--- config.mk ---
export PLATFORM = sky130hd
export DESIGN_NAME = axis_packet_gen_flat
export DESIGN_NICKNAME = d
export VERILOG_FILES = /design/src/rtl/axis_packet_gen_pkg.sv /design/src/rtl/axis_packet_gen_if.sv /design/src/rtl/axis_pkt_pattern.sv /design/src/rtl/axis_packet_gen.sv /design/src/flat_wrapper.sv
export SDC_FILE = /design/constraint.sdc
export NUM_CORES = 1
export LEC_CHECK = 0
export CORE_MARGIN = 10
export CORE_UTILIZATION = 55
export CTS_CLUSTER_DIAMETER = 30
export DETAILED_ROUTE_END_ITERATION = 16
export PLACE_DENSITY = 0.8
export SETUP_SLACK_MARGIN = 0.2
export SKIP_LAST_GASP = 1
export SLEW_MARGIN = 20
export SYNTH_ARGS = -nofsm -noshare
export SYNTH_HDL_FRONTEND = slang
export SYNTH_SLANG_ARGS = --single-unit
--- constraint.sdc ---
create_clock -name aclk -period 4.6 [get_ports aclk]
set_clock_uncertainty 0.05 [all_clocks]
set_input_delay 1.15 -clock aclk [delete_from_list [all_inputs] [get_ports aclk]]
set_output_delay 1.15 -clock aclk [all_outputs]
set_load 0.01 [all_outputs]
--- src/rtl/axis_packet_gen_pkg.sv ---
// Shared encodings for the AXI-Stream packet generator: pattern modes, FSM
// states and Galois LFSR tap masks per data width.
package axis_packet_gen_pkg;

    typedef enum logic [1:0] {
        MODE_INC     = 2'b00,
        MODE_CONST   = 2'b01,
        MODE_LFSR    = 2'b10,
        MODE_INC_ALT = 2'b11
    } mode_e;

    typedef enum logic [1:0] {
        ST_IDLE = 2'b00,
        ST_SEND = 2'b01,
        ST_GAP  = 2'b10,
        ST_FIN  = 2'b11
    } state_e;

    // Right-shifting Galois masks; bit k set means polynomial term x^(k+1).
    localparam logic [63:0] LFSR_TAPS_8  = 64'h0000_0000_0000_00B8;
    localparam logic [63:0] LFSR_TAPS_16 = 64'h0000_0000_0000_B400;
    localparam logic [63:0] LFSR_TAPS_32 = 64'h0000_0000_8020_0003;
    localparam logic [63:0] LFSR_TAPS_64 = 64'hD800_0000_0000_0000;

    function automatic logic [63:0] lfsr_taps(input int width);
        case (width)
            8:       return LFSR_TAPS_8;
            16:      return LFSR_TAPS_16;
            32:      return LFSR_TAPS_32;
            64:      return LFSR_TAPS_64;
            default: return 64'd1 << (width - 1);
        endcase
    endfunction

endpackage

--- src/rtl/axis_packet_gen_if.sv ---
// AXI-Stream bus between the packet generator (master) and its sink (slave).
interface axis_packet_gen_if #(
    parameter int DATA_WIDTH = 8
) ();
    logic                    tvalid;
    logic                    tready;
    logic [DATA_WIDTH-1:0]   tdata;
    logic [DATA_WIDTH/8-1:0] tstrb;
    logic [DATA_WIDTH/8-1:0] tkeep;
    logic                    tlast;

    modport master (output tvalid, tdata, tstrb, tkeep, tlast, input tready);
    modport slave  (input tvalid, tdata, tstrb, tkeep, tlast, output tready);
endinterface

--- src/rtl/axis_pkt_pattern.sv ---
// Data-pattern generator: first beat of a packet and the successor of the
// current beat for increment, constant and Galois LFSR modes.
module axis_pkt_pattern
    import axis_packet_gen_pkg::*;
#(
    parameter int DATA_WIDTH = 8
) (
    input  mode_e                 i_mode,
    input  logic [DATA_WIDTH-1:0] i_seed,
    input  logic [DATA_WIDTH-1:0] i_cur,
    output logic [DATA_WIDTH-1:0] o_first,
    output logic [DATA_WIDTH-1:0] o_next
);
    localparam logic [63:0]           TAPS_FULL = lfsr_taps(DATA_WIDTH);
    localparam logic [DATA_WIDTH-1:0] TAPS      = TAPS_FULL[DATA_WIDTH-1:0];

    logic [DATA_WIDTH-1:0] w_first;

    // An all-zero LFSR state would lock up, so seed 0 is promoted to 1.
    always_comb begin
        w_first = i_seed;
        if (i_mode == MODE_LFSR && i_seed == '0)
            w_first = DATA_WIDTH'(1);
    end

    always_comb begin
        case (i_mode)
            MODE_CONST: o_next = w_first;
            MODE_LFSR:  o_next = {1'b0, i_cur[DATA_WIDTH-1:1]} ^ (i_cur[0] ? TAPS : '0);
            default:    o_next = i_cur + DATA_WIDTH'(1);
        endcase
    end

    assign o_first = w_first;

endmodule

--- src/rtl/axis_packet_gen.sv ---
// AXI-Stream packet generator: runs of fixed-length packets with a
// configurable pattern, inter-packet gap, packet count and abort.
module axis_packet_gen
    import axis_packet_gen_pkg::*;
#(
    parameter int DATA_WIDTH = 8,
    parameter int LEN_WIDTH  = 8,
    parameter int CNT_WIDTH  = 16,
    parameter int GAP_WIDTH  = 8
) (
    input  logic                  aclk,
    input  logic                  aresetn,
    input  logic                  start,
    input  logic                  abort,
    input  logic [1:0]            mode,
    input  logic [DATA_WIDTH-1:0] seed,
    input  logic [LEN_WIDTH-1:0]  pkt_len,
    input  logic [CNT_WIDTH-1:0]  pkt_count,
    input  logic [GAP_WIDTH-1:0]  gap,
    axis_packet_gen_if.master     m_axis,
    output logic                  busy,
    output logic                  done,
    output logic [CNT_WIDTH-1:0]  pkts_sent
);
    state_e                r_state;
    mode_e                 r_mode;
    logic [DATA_WIDTH-1:0] r_seed;
    logic [LEN_WIDTH-1:0]  r_len_m1;
    logic [CNT_WIDTH-1:0]  r_count;
    logic [GAP_WIDTH-1:0]  r_gap;
    logic [LEN_WIDTH-1:0]  r_beat;
    logic [GAP_WIDTH-1:0]  r_gap_cnt;
    logic                  r_abort_pend;
    logic [DATA_WIDTH-1:0] r_tdata;
    logic                  r_tvalid;
    logic                  r_tlast;
    logic                  r_busy;
    logic                  r_done;
    logic [CNT_WIDTH-1:0]  r_pkts;

    logic                  w_idle;
    mode_e                 w_mode;
    logic [DATA_WIDTH-1:0] w_seed;
    logic [DATA_WIDTH-1:0] w_first;
    logic [DATA_WIDTH-1:0] w_next;
    logic [LEN_WIDTH-1:0]  w_len_m1_in;
    logic [LEN_WIDTH-1:0]  w_beat_inc;
    logic [CNT_WIDTH-1:0]  w_pkts_inc;
    logic                  w_acc;
    logic                  w_count_hit;

    // In IDLE the pattern unit sees the live config so beat 0 is ready at start.
    assign w_idle      = (r_state == ST_IDLE);
    assign w_mode      = w_idle ? mode_e'(mode) : r_mode;
    assign w_seed      = w_idle ? seed : r_seed;
    assign w_len_m1_in = (pkt_len == '0) ? '0 : pkt_len - LEN_WIDTH'(1);
    assign w_beat_inc  = r_beat + LEN_WIDTH'(1);
    assign w_pkts_inc  = r_pkts + CNT_WIDTH'(1);
    assign w_acc       = r_tvalid & m_axis.tready;
    assign w_count_hit = (r_count != '0) && (w_pkts_inc == r_count);

    axis_pkt_pattern #(
        .DATA_WIDTH (DATA_WIDTH)
    ) u_pattern (
        .i_mode  (w_mode),
        .i_seed  (w_seed),
        .i_cur   (r_tdata),
        .o_first (w_first),
        .o_next  (w_next)
    );

    always_ff @(posedge aclk or negedge aresetn) begin
        if (!aresetn) begin
            r_state      <= ST_IDLE;
            r_mode       <= MODE_INC;
            r_seed       <= '0;
            r_len_m1     <= '0;
            r_count      <= '0;
            r_gap        <= '0;
            r_beat       <= '0;
            r_gap_cnt    <= '0;
            r_abort_pend <= 1'b0;
            r_tdata      <= '0;
            r_tvalid     <= 1'b0;
            r_tlast      <= 1'b0;
            r_busy       <= 1'b0;
            r_done       <= 1'b0;
            r_pkts       <= '0;
        end else begin
            case (r_state)
                ST_IDLE: begin
                    if (start) begin
                        r_mode       <= mode_e'(mode);
                        r_seed       <= seed;
                        r_len_m1     <= w_len_m1_in;
                        r_count      <= pkt_count;
                        r_gap        <= gap;
                        r_pkts       <= '0;
                        r_abort_pend <= 1'b0;
                        r_beat       <= '0;
                        r_tdata      <= w_first;
                        r_tlast      <= (w_len_m1_in == '0);
                        r_tvalid     <= 1'b1;
                        r_busy       <= 1'b1;
                        r_state      <= ST_SEND;
                    end
                end
                ST_SEND: begin
                    if (abort)
                        r_abort_pend <= 1'b1;
                    if (w_acc && r_tlast) begin
                        r_pkts <= w_pkts_inc;
                        // Count completion and abort share the FIN exit.
                        if (w_count_hit || r_abort_pend || abort) begin
                            r_tvalid <= 1'b0;
                            r_tlast  <= 1'b0;
                            r_done   <= 1'b1;
                            r_state  <= ST_FIN;
                        end else if (r_gap != '0) begin
                            r_tvalid  <= 1'b0;
                            r_tlast   <= 1'b0;
                            r_gap_cnt <= r_gap;
                            r_state   <= ST_GAP;
                        end else begin
                            r_beat  <= '0;
                            r_tdata <= w_first;
                            r_tlast <= (r_len_m1 == '0);
                        end
                    end else if (w_acc) begin
                        r_beat  <= w_beat_inc;
                        r_tdata <= w_next;
                        r_tlast <= (w_beat_inc == r_len_m1);
                    end
                end
                ST_GAP: begin
                    if (abort) begin
                        r_done  <= 1'b1;
                        r_state <= ST_FIN;
                    end else if (r_gap_cnt == GAP_WIDTH'(1)) begin
                        r_beat   <= '0;
                        r_tdata  <= w_first;
                        r_tlast  <= (r_len_m1 == '0);
                        r_tvalid <= 1'b1;
                        r_state  <= ST_SEND;
                    end else begin
                        r_gap_cnt <= r_gap_cnt - GAP_WIDTH'(1);
                    end
                end
                ST_FIN: begin
                    r_done       <= 1'b0;
                    r_busy       <= 1'b0;
                    r_abort_pend <= 1'b0;
                    r_state      <= ST_IDLE;
                end
                default: r_state <= ST_IDLE;
            endcase
        end
    end

    assign m_axis.tvalid = r_tvalid;
    assign m_axis.tdata  = r_tdata;
    assign m_axis.tlast  = r_tlast;
    assign m_axis.tstrb  = '1;
    assign m_axis.tkeep  = '1;
    assign busy          = r_busy;
    assign done          = r_done;
    assign pkts_sent     = r_pkts;

endmodule

--- src/flat_wrapper.sv ---
// flat-port wrapper written by rule: the top's interface ports become plain ports
module axis_packet_gen_flat import axis_packet_gen_pkg::*;
#(
    parameter int DATA_WIDTH = 8,
    parameter int LEN_WIDTH  = 8,
    parameter int CNT_WIDTH  = 16,
    parameter int GAP_WIDTH  = 8
)
  (aclk, aresetn, start, abort, mode, seed, pkt_len, pkt_count, gap, busy, done, pkts_sent, m_axis_tvalid, m_axis_tdata, m_axis_tstrb, m_axis_tkeep, m_axis_tlast, m_axis_tready);
  axis_packet_gen_if #(.DATA_WIDTH(DATA_WIDTH)) m_axis_i ();
  input  logic aclk;
  input  logic aresetn;
  input  logic start;
  input  logic abort;
  input  logic [1:0] mode;
  input  logic [DATA_WIDTH-1:0] seed;
  input  logic [LEN_WIDTH-1:0] pkt_len;
  input  logic [CNT_WIDTH-1:0] pkt_count;
  input  logic [GAP_WIDTH-1:0] gap;
  output logic busy;
  output logic done;
  output logic [CNT_WIDTH-1:0] pkts_sent;
  output wire logic [$bits(m_axis_i.tvalid)-1:0] m_axis_tvalid;
  output wire logic [$bits(m_axis_i.tdata)-1:0] m_axis_tdata;
  output wire logic [$bits(m_axis_i.tstrb)-1:0] m_axis_tstrb;
  output wire logic [$bits(m_axis_i.tkeep)-1:0] m_axis_tkeep;
  output wire logic [$bits(m_axis_i.tlast)-1:0] m_axis_tlast;
  input wire logic [$bits(m_axis_i.tready)-1:0] m_axis_tready;
  assign m_axis_tvalid = m_axis_i.tvalid;
  assign m_axis_tdata = m_axis_i.tdata;
  assign m_axis_tstrb = m_axis_i.tstrb;
  assign m_axis_tkeep = m_axis_i.tkeep;
  assign m_axis_tlast = m_axis_i.tlast;
  assign m_axis_i.tready = m_axis_tready;
  axis_packet_gen #(.DATA_WIDTH(DATA_WIDTH), .LEN_WIDTH(LEN_WIDTH), .CNT_WIDTH(CNT_WIDTH), .GAP_WIDTH(GAP_WIDTH)) u_core (.aclk(aclk), .aresetn(aresetn), .start(start), .abort(abort), .mode(mode), .seed(seed), .pkt_len(pkt_len), .pkt_count(pkt_count), .gap(gap), .m_axis(m_axis_i), .busy(busy), .done(done), .pkts_sent(pkts_sent));
endmodule
Word level (Yosys, flattened, before mapping)
Index checks and enable logic that the tools add are counted.
{"block": "word_totals", "reg_bits": 89, "output_inout_bits": 30, "input_bits": 47, "word_cells": 133}
{"block": "classes", "n_bitwise": 2, "eq_ne": 23, "addsub": 5, "mux": 60, "reduce_logical": 28}
{"operator": "two-way mux 8 bit", "n": 23}
{"operator": "case mux 8 bit (3 select lines)", "n": 2}
{"operator": "zero test 8 bit", "n": 4}
{"operator": "two-way mux 16 bit", "n": 2}
{"operator": "case mux 16 bit (2 select lines)", "n": 1}
{"operator": "case mux 8 bit (2 select lines)", "n": 2}
{"operator": "two-way mux 1 bit", "n": 17}
{"operator": "adder 16 x 1 -> 16 bit (second input constant)", "n": 1}
{"operator": "adder 8 x 1 -> 8 bit (second input constant)", "n": 2}
{"operator": "== test 16 bit", "n": 1}
{"operator": "nonzero test 16 bit", "n": 1}
{"operator": "subtractor 8 x 1 -> 8 bit (second input constant)", "n": 2}
{"operator": "two-way mux 2 bit", "n": 7}
{"operator": "!= test 2 bit (second input constant)", "n": 6}
{"operator": "case mux 1 bit (3 select lines)", "n": 4}
{"operator": "AND reduction 6 bit", "n": 2}
{"operator": "nonzero test 3 bit", "n": 3}
{"operator": "== test 8 x 1 -> 1 bit (second input constant)", "n": 1}
{"operator": "== test 8 bit", "n": 1}
{"operator": "!= test 2 x 1 -> 1 bit (second input constant)", "n": 4}
{"operator": "case mux 2 bit (4 select lines)", "n": 1}
{"operator": "AND reduction 4 bit", "n": 2}
{"operator": "nonzero test 8 bit", "n": 1}
{"operator": "bitwise XOR 7 x 8 -> 8 bit", "n": 1}
{"operator": "15 further kinds", "n": 27}

Logic depth before layout (Yosys ltp)
{"block": "depth", "word_depth": 9, "depth_mapped": 12, "ltp_nobuf": 10}

Modules after synthesis
A second synthesis with hierarchy kept.
{"block": "unflattened", "cells_unflattened": 609, "hier_area_um2": 5719.2}
{"module": "axis_packet_gen", "cells_each": 553, "seq_area_each_um2": 2227.1, "area_each_um2": 5351.4, "n_inst": 1}
{"module": "axis_pkt_pattern", "cells_each": 56, "seq_area_each_um2": 0.0, "area_each_um2": 367.9, "n_inst": 1}

Worst setup path after synthesis
No wires, ideal clock.
{"block": "synth_path", "path_kind": "flip-flop to flip-flop", "from": "register u_core.r_state[0]", "to": "register u_core.r_tdata[3], in the netlist u_core.m_axis.tdata[3]", "period_less_slack_ps": 2892, "t_arrival_ps": 2723, "required_ps": 4431, "n_path_buf": 2, "path_slack_ps": 1708, "setup_ps": 119, "path_stages_with_launch": 11, "path_cell_list": "dfrtp_1 > inv_1 > ha_1 > clkbuf_1 > clkbuf_1 > mux2_2 > ha_1 > inv_1 > a21oi_1 > o221ai_1 > o21a_1"}
{"block": "synth_between", "elab_chain_cells": 9, "elab_cells_between_ends": 27, "cone_classes": "10 x eq/ne; 12 x mux; 5 x reduce/logical"}
{"item": "start, declared", "line_no": "axis_packet_gen.sv:25", "rtl": "state_e r_state;"}
{"item": "start signal, assigned", "line_no": "axis_packet_gen.sv:74", "rtl": "r_state <= ST_IDLE;"}
{"item": "start signal, assigned", "line_no": "axis_packet_gen.sv:105", "rtl": "r_state <= ST_SEND;"}
{"item": "start signal, assigned", "line_no": "axis_packet_gen.sv:118", "rtl": "r_state <= ST_FIN;"}
{"item": "zero test 2 bit", "line_no": "axis_packet_gen.sv:53, axis_packet_gen.sv:90"}
{"item": "two-way mux 8 bit / two-way mux 2 bit (equally long branches)", "line_no": "axis_packet_gen.sv:55, axis_packet_gen.sv:54"}
{"item": "zero test 8 bit / == test 2 bit (equally long branches)", "line_no": "axis_pkt_pattern.sv:22, axis_pkt_pattern.sv:27"}
{"item": "logical AND 1 bit", "line_no": "axis_pkt_pattern.sv:22", "rtl": "if (i_mode == MODE_LFSR && i_seed == '0)"}
{"item": "two-way mux 8 bit", "line_no": "axis_pkt_pattern.sv:22"}
{"item": "case mux 8 bit (2 select lines) / two-way mux 8 bit (equally long branches)", "line_no": "axis_pkt_pattern.sv:27, axis_packet_gen.sv:119"}
{"item": "two-way mux 8 bit (on tied branches)", "line_no": "axis_packet_gen.sv:129, axis_packet_gen.sv:114"}
{"item": "two-way mux 8 bit", "line_no": "axis_packet_gen.sv:111", "rtl": "if (w_acc && r_tlast) begin"}
{"item": "case mux 8 bit (3 select lines)", "line_no": "axis_packet_gen.sv:90", "rtl": "case (r_state)"}
{"item": "end signal, assigned", "line_no": "axis_packet_gen.sv:101", "rtl": "r_tdata <= w_first;"}
{"item": "end signal, assigned", "line_no": "axis_packet_gen.sv:126", "rtl": "r_tdata <= w_first;"}
{"item": "end signal, assigned", "line_no": "axis_packet_gen.sv:131", "rtl": "r_tdata <= w_next;"}
{"item": "end, declared", "line_no": "axis_packet_gen.sv:34", "rtl": "logic [DATA_WIDTH-1:0] r_tdata;"}
Parallel ways exist; a longest one is shown, timed or not. The select of a mux whose other input is x is not followed.
A chain may end at the register's enable or synchronous reset.

Worst setup path after layout
{"block": "layout_path", "from": "register u_core.r_pkts[0], in the netlist u_core.pkts_sent[0]", "to": "register u_core.r_gap_cnt[0]"}
{"block": "layout_between", "elab_chain_cells": 7}
{"item": "start, declared", "line_no": "axis_packet_gen.sv:39", "rtl": "logic [CNT_WIDTH-1:0] r_pkts;"}
{"item": "start signal, assigned", "line_no": "axis_packet_gen.sv:112", "rtl": "r_pkts <= w_pkts_inc;"}
{"item": "adder 16 x 1 -> 16 bit", "line_no": "axis_packet_gen.sv:58", "rtl": "assign w_pkts_inc = r_pkts + CNT_WIDTH'(1);"}
{"item": "== test 16 bit", "line_no": "axis_packet_gen.sv:60", "rtl": "assign w_count_hit = (r_count != '0) && (w_pkts_inc == r_count);"}
{"item": "logical AND 1 bit", "line_no": "axis_packet_gen.sv:60"}
{"item": "logical OR 1 bit (2 in series)", "line_no": "axis_packet_gen.sv:114", "rtl": "if (w_count_hit || r_abort_pend || abort) begin"}
{"item": "!= test 2 bit (no source line)"}
{"item": "AND reduction 6 bit (no source line)"}
{"item": "end signal, assigned", "line_no": "axis_packet_gen.sv:122", "rtl": "r_gap_cnt <= r_gap;"}
{"item": "end signal, assigned", "line_no": "axis_packet_gen.sv:146", "rtl": "r_gap_cnt <= r_gap_cnt - GAP_WIDTH'(1);"}
{"item": "end, declared", "line_no": "axis_packet_gen.sv:32", "rtl": "logic [GAP_WIDTH-1:0] r_gap_cnt;"}
Every way passes these cells.

==> metrics.txt <==
final RePlAce weighted congestion ~0.90; clk buf depth 2; root buffer cell clkbuf_8; setup bufs post-CTS 0; Synth warnings 0; minimum clock period around 3.6 ns; crit-path max FO 11; hold slack 0.461 ns; Vert. Die Dim 121 um; Hold Path Class register to register; Die W 121 um; Max-slew headroom around two fifths; RSZ-0062 raised after global routing no; Ant. Diodes 0; gr ovfl total 0; Seq pwr share 36.1%; Setup Viol. Count Final 0; CTS Hold Buffers Added 0; critical path class register to register; vias 4941; crit start category register; XOR/XNOR Fraction of Synth Area ~6.6%; LEAKAGE 2.71 nW; largest net degree at the start of global routing 71; post-synthesis instance area 0.00560 mm2; largest delay contributor family on the critical path simple AND/OR/NAND/NOR gates; largest family of logic cells by synthesized area simple AND/OR/NAND/NOR gates; PnR worst setup slack roughly 0.99 ns; Max Cap Violations 0; Setup crit start u_core.pkts_sent[0]$_DFFE_PN0P_; Cells after Synth 589; power per cell area 601 mW/mm2; CP bufs+invs 1; Combinational Power Share 50.1%; adder-cell share of the synthesized area about 2.7%; Synth Area in Compound Gates roughly 18%; FF+latch area 0.00223 mm2; worst path cell trace ha_1, nand3_1, o31a_1, nor4_1, o21ai_0, nor4_2, buf_4, and2_1, nand2b_1, mux2i_1; sw frac 42.6%; Synth cell types 68; CTS sink cnt between 80 and 90; fraction of registers with async set/reset 100%; number of global-route vias before repair 4947; DRT iter0 DRCs 443; drt pass-1 iters 5; post-route setup TNS 0 ns; register clock-pin slew on the reported worst setup and hold paths 0.10 ns; Cell Count, Final, Fillers Out 787; Clk Latency, worst-skew pair 0.38 ns; critical hold path startpoint u_core.r_seed[5]$_DFFE_PN0P_; vias per inst 6.28; IO Pins just under 80; Crit. End Element register; Filler Cells Inserted 778; core box area 0.00986 mm2; FMAX 0.277 GHz; Site Rows 36; cell-internal power ~2.3 mW; share of cells above drive strength 1 10.7%; Post-Synth Simple-Gate Area 18.4%; Area Overhead vs Synth 17.7%; DRT Wirelength around 15000 um; Clk network pwr share 13.8%; antenna viol nets, final 0; Post-CTS Resized 0; initial antenna violation count 0; Post-Place Worst Slack 0.958 ns; mean post-synth cell area 9.51 um2; Crit path arrival time 3.87 ns; synthesized flop and latch total 89; fin. max-slew vios 0; sw power 1.69 mW; Total GRT Usage 19.9%; WL/cell 18.5 um; Initial Utilization between 50% and 60%; Num CTS Buffers 9; Multi-input gate area 0.00311 mm2; worst flop-to-flop path startpoint u_core.pkts_sent[0]$_DFFE_PN0P_; Port Buf Inserts 74; worst-margin pin slew 0.899 ns; H-tree depth 3; CP max-delay cell dfrtp_1; die area 0.0146 mm2; maximum vdd ir drop approximately 330 uV; max incr delay on CP 0.53 ns; first-pass GRT wire length 24500 um; Final Hold Viols 0; post-synthesis sequential area ratio 39.8%; Nets 708; Post-route DRC 0; Tcrit/Tclk final 78.5%; Synth Flop Type dfrtp_1; mux cell area share after synthesis 9.81%; placed insts 771; DP HPWL 10500 um; CTS tree yes; Post-synth EDFFs 0; status finished clean; worst path required time 4.85 ns
per-layer routing:
metal  vias up  GRT usage [%]  share of wire, %
met5         -              0                 0
met4         0           7.92               1.7
met3        24           2.98               6.3
met2       209           33.7                49
met1      2395           24.9                43
li1       2313              -                 -
synth_stat cells (7+ instances only):
library cell | n | share of area (%)
dfrtp_1 | 89 | 40
nand2_1 | 43 | 2.9
mux2_2 | 38 | 7.6
o21ai_0 | 38 | 3.4
nor2_1 | 34 | 2.3
inv_1 | 27 | 1.8
nand3_1 | 22 | 2.0
xnor2_1 | 21 | 3.3
xor2_1 | 21 | 3.3
a21oi_1 | 18 | 1.6
clkbuf_1 | 17 | 1.1
nand4_1 | 14 | 1.6
nor4_1 | 13 | 1.5
o31ai_1 | 13 | 1.7
ha_1 | 12 | 2.7
mux2i_1 | 11 | 2.0
and3_1 | 9 | 1.0
a31oi_1 | 8 | 0.89
nor3_1 | 8 | 0.72
a211oi_1 | 7 | 0.94
per-stage QoR:
step                cell area, um2  utilization, %  power [mW]
floorplan                     5600               -        2.82
CTS                           6590            66.8        3.96
global placement              6400            64.9        3.31
global route                  6590            66.8        4.27
finish                        6590            66.8        3.96
detailed placement            6400            64.9        3.41
power by group through the flow:
stage | Clock (mW) | Sequential, mW | Combinational [mW]
after floorplan | 0 | 1.35 | 1.47
after global placement | 0 | 1.42 | 1.89
after detailed placement | 0 | 1.44 | 1.97
after CTS | 0.556 | 1.42 | 1.98
after global routing | 0.586 | 1.47 | 2.21
final | 0.547 | 1.43 | 1.98
layout by cell type, fill, tap and decap left out, drive strengths merged, types with 11 or more instances in the layout:
cell           Yosys  routed
inv               27      29
clkdlybuf4s50      0      73
nor4              14      14
o21ai             41      41
xor2              21      21
nor2              35      35
o31ai             14      14
nand4             15      15
xnor2             21      21
a21oi             18      18
mux2i             11      11
ha                12      12
nand2             43      43
dfrtp             89      89
mux2              39      39
nand3             22      22
registers in the layout (all words and copies together), names as in the netlist:
name / cells
u_core.pkts_sent: 16
u_core.r_count: 16
u_core.m_axis.tdata: 8
u_core.r_beat: 8
u_core.r_gap: 8
u_core.r_gap_cnt: 8
u_core.r_len_m1: 8
u_core.r_seed: 8
u_core.r_mode: 2
u_core.r_state: 2
u_core.busy: 1
u_core.done: 1
u_core.m_axis.tlast: 1
u_core.m_axis.tvalid: 1
u_core.r_abort_pend: 1
path summary, 6_finish.rpt:
check	endpoint	slack, ns	cells past startpoint
max in group asynchronous	u_core.r_count[8]$_DFFE_PN0P_	2.85	2
min in group asynchronous	u_core.pkts_sent[5]$_DFFE_PN0P_	0.85	1
hold / removal	u_core.r_seed[5]$_DFFE_PN0P_	0.46	1
setup reg to reg	u_core.r_gap_cnt[0]$_DFFE_PN0P_	0.99	10
setup / recovery	u_core.r_gap_cnt[0]$_DFFE_PN0P_	0.99	10
hold reg to reg	u_core.r_seed[5]$_DFFE_PN0P_	0.46	1
kinds of logic after synthesis:
family,Yosys count
compound gates,145
xor+xnor,42
fa+ha+maj,12
buf+inv,61
flops,89
mux,50
other cells,1
simple gates,189
worst reg2reg max path: stages, from the launching register on:
cell	delay (ns)
dfrtp_1	0.53
ha_1	0.39
nand3_1	0.32
o31a_1	0.33
nor4_1	0.39
o21ai_0	0.18
nor4_2	0.20
buf_4	0.24
and2_1	0.30
nand2b_1	0.36
mux2i_1	0.26
cell type report:
| class | instances | share of cell area, % |
|---|---|---|
| Clock buffer | 10 | 1.94 |
| Inverter | 28 | 1.59 |
| Sequential cell | 89 | 33.8 |
| Multi-Input combinational cell | 440 | 47.2 |
| Timing Repair Buffer | 81 | 12.0 |
| Tap cell | 133 | 2.53 |
| Clock inverter | 6 | 0.987 |
Power figures use the tool's default switching activity.
